## src/rtl/uart_pkg.sv

```systemverilog
// Shared UART frame constants and receiver state encoding.
package uart_pkg;

  localparam int DATA_BITS            = 8;
  localparam int DEFAULT_CLKS_PER_BIT = 10417;

  typedef enum logic [1:0] {
    IDLE  = 2'd0,
    START = 2'd1,
    DATA  = 2'd2,
    STOP  = 2'd3
  } uart_state_t;

endpackage

```

## src/rtl/uart_sync.sv

```systemverilog
// Multi-flop synchroniser for an asynchronous single-bit input; resets to 1 (idle-high line).
module uart_sync #(
  parameter int STAGES = 2
) (
  input  logic clk,
  input  logic rst,
  input  logic d,
  output logic q
);

  logic [STAGES-1:0] chain;

  always_ff @(posedge clk) begin
    if (rst) begin
      chain <= '1;
    end else begin
      chain <= {chain[STAGES-2:0], d};
    end
  end

  assign q = chain[STAGES-1];

endmodule

```

## src/rtl/uart_rx.sv

```systemverilog
// 8N1 UART receiver: start-bit validation, mid-bit sampling, valid/ack byte handshake.
module uart_rx
  import uart_pkg::*;
#(
  parameter int CLKS_PER_BIT = DEFAULT_CLKS_PER_BIT,
  parameter int SYNC_STAGES  = 2
) (
  input  logic       clk,
  input  logic       rst,
  input  logic       rx_en,
  input  logic       rx_in,
  input  logic       rx_ack,
  output logic [7:0] data_out,
  output logic       rx_valid,
  output logic       frame_err,
  output logic       overrun,
  output logic       busy
);

  localparam int             CW        = $clog2(CLKS_PER_BIT);
  localparam logic [CW-1:0]  BIT_LAST  = CW'(CLKS_PER_BIT - 1);
  localparam logic [CW-1:0]  HALF_LAST = CW'(CLKS_PER_BIT / 2 - 1);
  localparam logic [2:0]     LAST_BIT  = 3'(DATA_BITS - 1);

  logic rx_s;
  logic rx_prev;
  logic fall;

  uart_state_t          state, state_nxt;
  logic [CW-1:0]        cnt, cnt_nxt;
  logic [2:0]           bit_idx, bit_idx_nxt;
  logic [DATA_BITS-1:0] shreg, shreg_nxt;
  logic [7:0]           data_nxt;
  logic                 valid_nxt;
  logic                 ferr_nxt;
  logic                 ovr_nxt;

  uart_sync #(
    .STAGES (SYNC_STAGES)
  ) u_sync (
    .clk (clk),
    .rst (rst),
    .d   (rx_in),
    .q   (rx_s)
  );

  assign fall = !rx_s && rx_prev;
  assign busy = (state != IDLE);

  always_ff @(posedge clk) begin
    if (rst) begin
      state     <= IDLE;
      cnt       <= '0;
      bit_idx   <= '0;
      shreg     <= '0;
      data_out  <= '0;
      rx_valid  <= 1'b0;
      frame_err <= 1'b0;
      overrun   <= 1'b0;
      rx_prev   <= 1'b1;
    end else begin
      state     <= state_nxt;
      cnt       <= cnt_nxt;
      bit_idx   <= bit_idx_nxt;
      shreg     <= shreg_nxt;
      data_out  <= data_nxt;
      rx_valid  <= valid_nxt;
      frame_err <= ferr_nxt;
      overrun   <= ovr_nxt;
      rx_prev   <= rx_s;
    end
  end

  always_comb begin
    state_nxt   = state;
    cnt_nxt     = cnt;
    bit_idx_nxt = bit_idx;
    shreg_nxt   = shreg;
    data_nxt    = data_out;
    valid_nxt   = rx_valid;
    ferr_nxt    = 1'b0;
    ovr_nxt     = 1'b0;

    // Ack is applied first so a byte landing in the same cycle re-asserts valid.
    if (rx_valid && rx_ack) begin
      valid_nxt = 1'b0;
    end

    if (!rx_en) begin
      state_nxt = IDLE;
      cnt_nxt   = '0;
    end else begin
      unique case (state)
        IDLE: begin
          cnt_nxt = '0;
          if (fall) begin
            state_nxt = START;
          end
        end
        START: begin
          if (cnt == HALF_LAST) begin
            cnt_nxt     = '0;
            bit_idx_nxt = '0;
            state_nxt   = rx_s ? IDLE : DATA;
          end else begin
            cnt_nxt = cnt + CW'(1);
          end
        end
        DATA: begin
          if (cnt == BIT_LAST) begin
            cnt_nxt     = '0;
            shreg_nxt   = {rx_s, shreg[DATA_BITS-1:1]};
            bit_idx_nxt = bit_idx + 3'd1;
            if (bit_idx == LAST_BIT) begin
              state_nxt = STOP;
            end
          end else begin
            cnt_nxt = cnt + CW'(1);
          end
        end
        STOP: begin
          if (cnt == BIT_LAST) begin
            cnt_nxt   = '0;
            state_nxt = IDLE;
            if (rx_s) begin
              data_nxt  = shreg;
              valid_nxt = 1'b1;
              ovr_nxt   = rx_valid && !rx_ack;
            end else begin
              ferr_nxt = 1'b1;
            end
          end else begin
            cnt_nxt = cnt + CW'(1);
          end
        end
        default: begin
          state_nxt = IDLE;
          cnt_nxt   = '0;
        end
      endcase
    end
  end

endmodule

```

## config.mk

```make
export PLATFORM = sky130hd
export DESIGN_NAME = uart_rx
export DESIGN_NICKNAME = d
export VERILOG_FILES = /design/src/rtl/uart_pkg.sv /design/src/rtl/uart_sync.sv /design/src/rtl/uart_rx.sv
export SDC_FILE = /design/constraint.sdc
export NUM_CORES = 1
export LEC_CHECK = 0
export CAP_MARGIN = 20
export CORE_MARGIN = 5
export CORE_UTILIZATION = 40
export DETAILED_ROUTE_END_ITERATION = 7
export DONT_BUFFER_PORTS = 1
export PLACE_DENSITY = 0.64
export SYNTH_ARGS = -nofsm -noshare
export SYNTH_HDL_FRONTEND = slang
export SYNTH_SLANG_ARGS = --single-unit
```

## constraint.sdc

```tcl
create_clock -name clk -period 1.65 [get_ports clk]
set_input_delay 0.2475 -clock clk [delete_from_list [all_inputs] [get_ports clk]]
set_output_delay 0.2475 -clock clk [all_outputs]
set_load 0.01 [all_outputs]
```

==> impl_summary.txt, run 1 <==
----------------------------------------------------
[Worst hold path]
  Terminating pin of the worst hold path ... data_out[6]
  Hold Path Depth ... 1
  Type of the tightest min-delay check ... primary input to flip-flop
  Worst Hold Launch ... rst

[Clock tree]
  TritonCTS buffer count ... 5
  TritonCTS clock tree ... done
  Clk sinks ... 41
  Number of H-tree levels ... 2
  Clock slew at reported path FFs ... 80 ps
  Source-to-sink clock delay at the later pin of the worst-skew pair ... 300 ps
  Maximum buffer depth of the clock tree ... 2
  Clock tree root buffer cell ... sky130_fd_sc_hd__clkbuf_8

[Synth]
  Number of storage elements in the synthesis netlist ... 41
  Most used flip-flop cell after synthesis ... sky130_fd_sc_hd__dfxtp_1
  Count of mapped cells out of synthesis ... 206
  Library cell with the largest summed area after synthesis ... sky130_fd_sc_hd__dfxtp_1
  Summed instance area of the synthesized netlist ... 1810 um^2
  Number of warnings printed during yosys synthesis ... 0
  Seq/Total Area, Yosys ... 0.454
  Cell types occupying the most area after synthesis ... sky130_fd_sc_hd__dfxtp_1, sky130_fd_sc_hd__nand3_1, sky130_fd_sc_hd__a21oi_1, sky130_fd_sc_hd__o21ai_0, sky130_fd_sc_hd__xnor2_1
  Share of flip-flops with an asynchronous set or reset ... 0
  Cell variety after synth ... 41
  Average instance area after synthesis ... 8.78 um^2
  Number of enable-type register cells in the synthesized netlist ... 0
  Synth top area share ... 0.454
  Syn nets ... 215

[Place]
  Pre-CTS worst setup slack ... -14.4 ps
  Total half-perimeter wirelength after legalization and detailed placement ... 2800 um
  Cell Count Post-Placement ... 274
  Routability Congestion ... 0.821
  Port Buffers ... 0

[Final layout]
  Antenna diode count ... 0
  Area grow syn2layout ... 26.7%
  Final non-filler cell total ... 288
  Number of nets in the layout ... 244
  Proportion of layout cells with a drive suffix above 1 ... 0.258

[Setup path]
  Worst path arrival time ... 1840 ps
  Slowest Stage Delay on Critical Path ... 510 ps
  Launching element type of the critical path ... flip-flop
  FF-to-FF path depth ... 5
  Critical Path End Type ... flip-flop
  R2R Setup Slk ... 40 ps
  Largest driver fanout on the critical path ... 3
  RR Endpoint ... cnt[13]
  Type of the setup path with the least slack ... flip-flop to flip-flop
  List of cells traversed by the critical path ... buf_6 -> nand4_4 -> or3_4 -> or4_4 -> a21oi_2
  Required time at the worst-slack endpoint ... 1880 ps
  R2r startpoint ... cnt[6]
  Slowest cell on the critical path ... sky130_fd_sc_hd__or4_4
  Kind of cell adding the most delay to the critical path ... simple AND/OR/NAND/NOR gates
  Combined buffer and inverter count along the critical path ... 1

[STA]
  Setup Skew ... 15.0 ps
  Relative slew margins ... 0.724
  Final count of hold timing violations ... 0
  Max Clock Freq ... 0.620 GHz
  Final worst-path cycle share ... 0.977
  Worst Max-Slew Pin Slew ... 414 ps
  Max-slew violations ... 0
  Final count of negative-setup-slack endpoints ... 0
  RSZ-0062 raised after global routing ... true
  Final critical-path required period ... 1610 ps
  Setup WS post-layout ... 37.6 ps

[Global routing]
  Via count of the first global-routing pass ... 1491
  Global-route total usage across every layer ... 0.139
  Wire length of the first global-routing pass ... 6840 um
  Pin count of the biggest net entering global routing ... 20
  Total grt overflow ... 0
  Number of antenna violations at the first check in global routing ... 0

[Die]
  # IOs ... 17
  Die height ... 77.3 um
  Die extent in x ... 77.3 um
  Effective utilization at floorplan ... 0.413
  Total number of placement rows ... 24
  Core box area ... 4380 um^2
  Area of the die ... 5970 um^2

[Run]
  Max_cap viols ... 0

[Power]
  Leakage Power ... 0.802 nW
  Maximum vdd drop ... 0.382 mV
  Total power consumption of the routed design ... 0.00184 W
  Power density relative to cell area ... 803 nW/um^2

[Route]
  Drt drc ... 0
  Final antenna-violating net count ... 0
  Initial detailed-routing violation count ... 154
  Average wire per standard cell ... 14.2 um
  Final wirelength ... 4090 um
  Length of the first detailed-routing pass in iterations ... 4
  Via count ... 1563
  Vias per cell ... 5.43

[Outcome]
  Outcome ... completed

----------------------------------------------------
[power breakdown]
| part | switching, W | internal [W] | leakage, nW |
|---|---|---|---|
| clock | 0.000363 | 0.000453 | 0.0543 |
| sequential | 0.00000252 | 0.000992 | 0.334 |
| combinational | 0.0000152 | 0.0000161 | 0.413 |
| total | 0.000381 | 0.00146 | 0.802 |
[registers in the layout, summed over array words and instances, names as in the netlist, named ones only]
| register | cells |
|---|---|
| overrun | 1 |
| frame_err | 1 |
| bit_idx | 3 |
| rx_valid | 1 |
| rx_prev | 1 |
| state | 1 |
| u_sync.chain | 2 |
| shreg | 8 |
| cnt | 14 |
| data_out | 8 |
[worst reg2reg max path: stages, from the launching register on]
cell                      delay (ps)
sky130_fd_sc_hd__dfxtp_2         350
sky130_fd_sc_hd__buf_6           110
sky130_fd_sc_hd__nand4_4         100
sky130_fd_sc_hd__or3_4           370
sky130_fd_sc_hd__or4_4           510
sky130_fd_sc_hd__a21oi_2         110
[cells in the mapped netlist (2+ instances only)]
master / number
sky130_fd_sc_hd__nor2_1: 15
sky130_fd_sc_hd__xnor2_1: 7
sky130_fd_sc_hd__a21oi_1: 18
sky130_fd_sc_hd__buf_2: 3
sky130_fd_sc_hd__or3_1: 3
sky130_fd_sc_hd__clkbuf_1: 8
sky130_fd_sc_hd__nor2b_1: 4
sky130_fd_sc_hd__nand2_1: 10
sky130_fd_sc_hd__ha_1: 4
sky130_fd_sc_hd__dfxtp_1: 41
sky130_fd_sc_hd__or2_2: 4
sky130_fd_sc_hd__xor2_1: 3
sky130_fd_sc_hd__nand4_1: 4
sky130_fd_sc_hd__nand3b_1: 2
sky130_fd_sc_hd__inv_1: 5
sky130_fd_sc_hd__nor4_1: 2
sky130_fd_sc_hd__a211oi_1: 2
sky130_fd_sc_hd__o21ai_1: 3
sky130_fd_sc_hd__mux2i_1: 3
sky130_fd_sc_hd__nor3_1: 7
sky130_fd_sc_hd__nand3_1: 20
sky130_fd_sc_hd__o21ai_0: 15
sky130_fd_sc_hd__nand2b_1: 4
sky130_fd_sc_hd__and3b_1: 2
[cell usage in the layout, fill, tap and decap left out, types with 2 or more instances in the layout]
cell type                       count
sky130_fd_sc_hd__dfxtp_1           34
sky130_fd_sc_hd__buf_4             24
sky130_fd_sc_hd__nand3_1           20
sky130_fd_sc_hd__a21oi_1           17
sky130_fd_sc_hd__o21ai_0           15
sky130_fd_sc_hd__nor2_1            15
sky130_fd_sc_hd__nand2_1           10
sky130_fd_sc_hd__xnor2_1            7
sky130_fd_sc_hd__dfxtp_2            7
sky130_fd_sc_hd__nor3_1             6
sky130_fd_sc_hd__inv_1              5
sky130_fd_sc_hd__clkbuf_8           5
sky130_fd_sc_hd__or2_2              4
sky130_fd_sc_hd__nor2b_1            4
sky130_fd_sc_hd__nand4_1            4
sky130_fd_sc_hd__nand2b_1           4
sky130_fd_sc_hd__ha_1               4
sky130_fd_sc_hd__dlygate4sd3_1      4
sky130_fd_sc_hd__buf_6              4
sky130_fd_sc_hd__mux2i_1            3
sky130_fd_sc_hd__o21ai_1            3
sky130_fd_sc_hd__xor2_1             3
sky130_fd_sc_hd__and3b_1            2
sky130_fd_sc_hd__nand3b_1           2
sky130_fd_sc_hd__or3_1              2
sky130_fd_sc_hd__a211oi_1           2
sky130_fd_sc_hd__a21oi_2            2
sky130_fd_sc_hd__nor4_1             2
sky130_fd_sc_hd__buf_12             2
[logic make-up (layout without fill, tap and decap cells)]
family                   Yosys count  after routing  share of synthesized area
AO/OA/AOI/OAI                     46             46                      0.149
XOR/XNOR                          10             10                     0.0484
adder cells (fa/ha/maj)            4              4                     0.0277
buffers and inverters             17             47                     0.0394
flip-flops                        41             41                      0.454
multiplexers                       3              3                     0.0166
AND/OR/NAND/NOR                   85             85                      0.266
[how the worst max path moves through the flow]
stage	cells after the start	to	startpoint	slack [ps]
after floorplan	6	cnt[3]	cnt[4]	3
after global placement	4	cnt[13]	cnt[5]	-8
after detailed placement	4	cnt[13]	cnt[5]	-10
after CTS	5	cnt[13]	cnt[6]	3
after global routing	4	bit_idx[0]	cnt[11]	-30
final	5	cnt[13]	cnt[6]	40
[timing repair]
item	in CTS	in global routing
gates cloned	0	0
pin swaps	0	3
hold endpoints to repair	10	3
hold buffers	1	3
setup endpoints to repair	3	27
buffers inserted	0	2
resized for setup	5	14
[area by class of cell]
class,count,area (um^2)
clock buffer,5,68.8
clock inverter,3,46.3
fill,413,2090
inverter,5,18.8
multi-input combinational,148,958
sequential,41,830
tap,52,65.1
timing repair buffer,34,305
[metrics by stage]
step / hold WS, ps / util / TNS [ps] / cell area [um^2]
after floorplan: 351 / - / 0 / 1810
after global placement: 322 / 0.469 / -8.19 / 2060
after detailed placement: 325 / 0.469 / -14.4 / 2060
after CTS: 0.484 / 0.501 / 0 / 2200
after global routing: 2.09 / 0.523 / -92.6 / 2290
final: 21.3 / 0.523 / 0 / 2290
[routing by layer]
metal | global-route usage | vias to the layer above | share of wire
li1 | - | 786 | -
met1 | 0.165 | 747 | 0.45
met2 | 0.231 | 23 | 0.50
met3 | 0.0468 | 7 | 0.040
met4 | 0.0498 | 0 | 0.013
met5 | 0 | - | 0
Power figures use the tool's default switching activity.
==> run 2: changes to the inputs <==
SLEW_MARGIN = 30   (was unset)
==> results of run 2 <==
No change in the layout: final DEF, timing and power equal those of run 1.
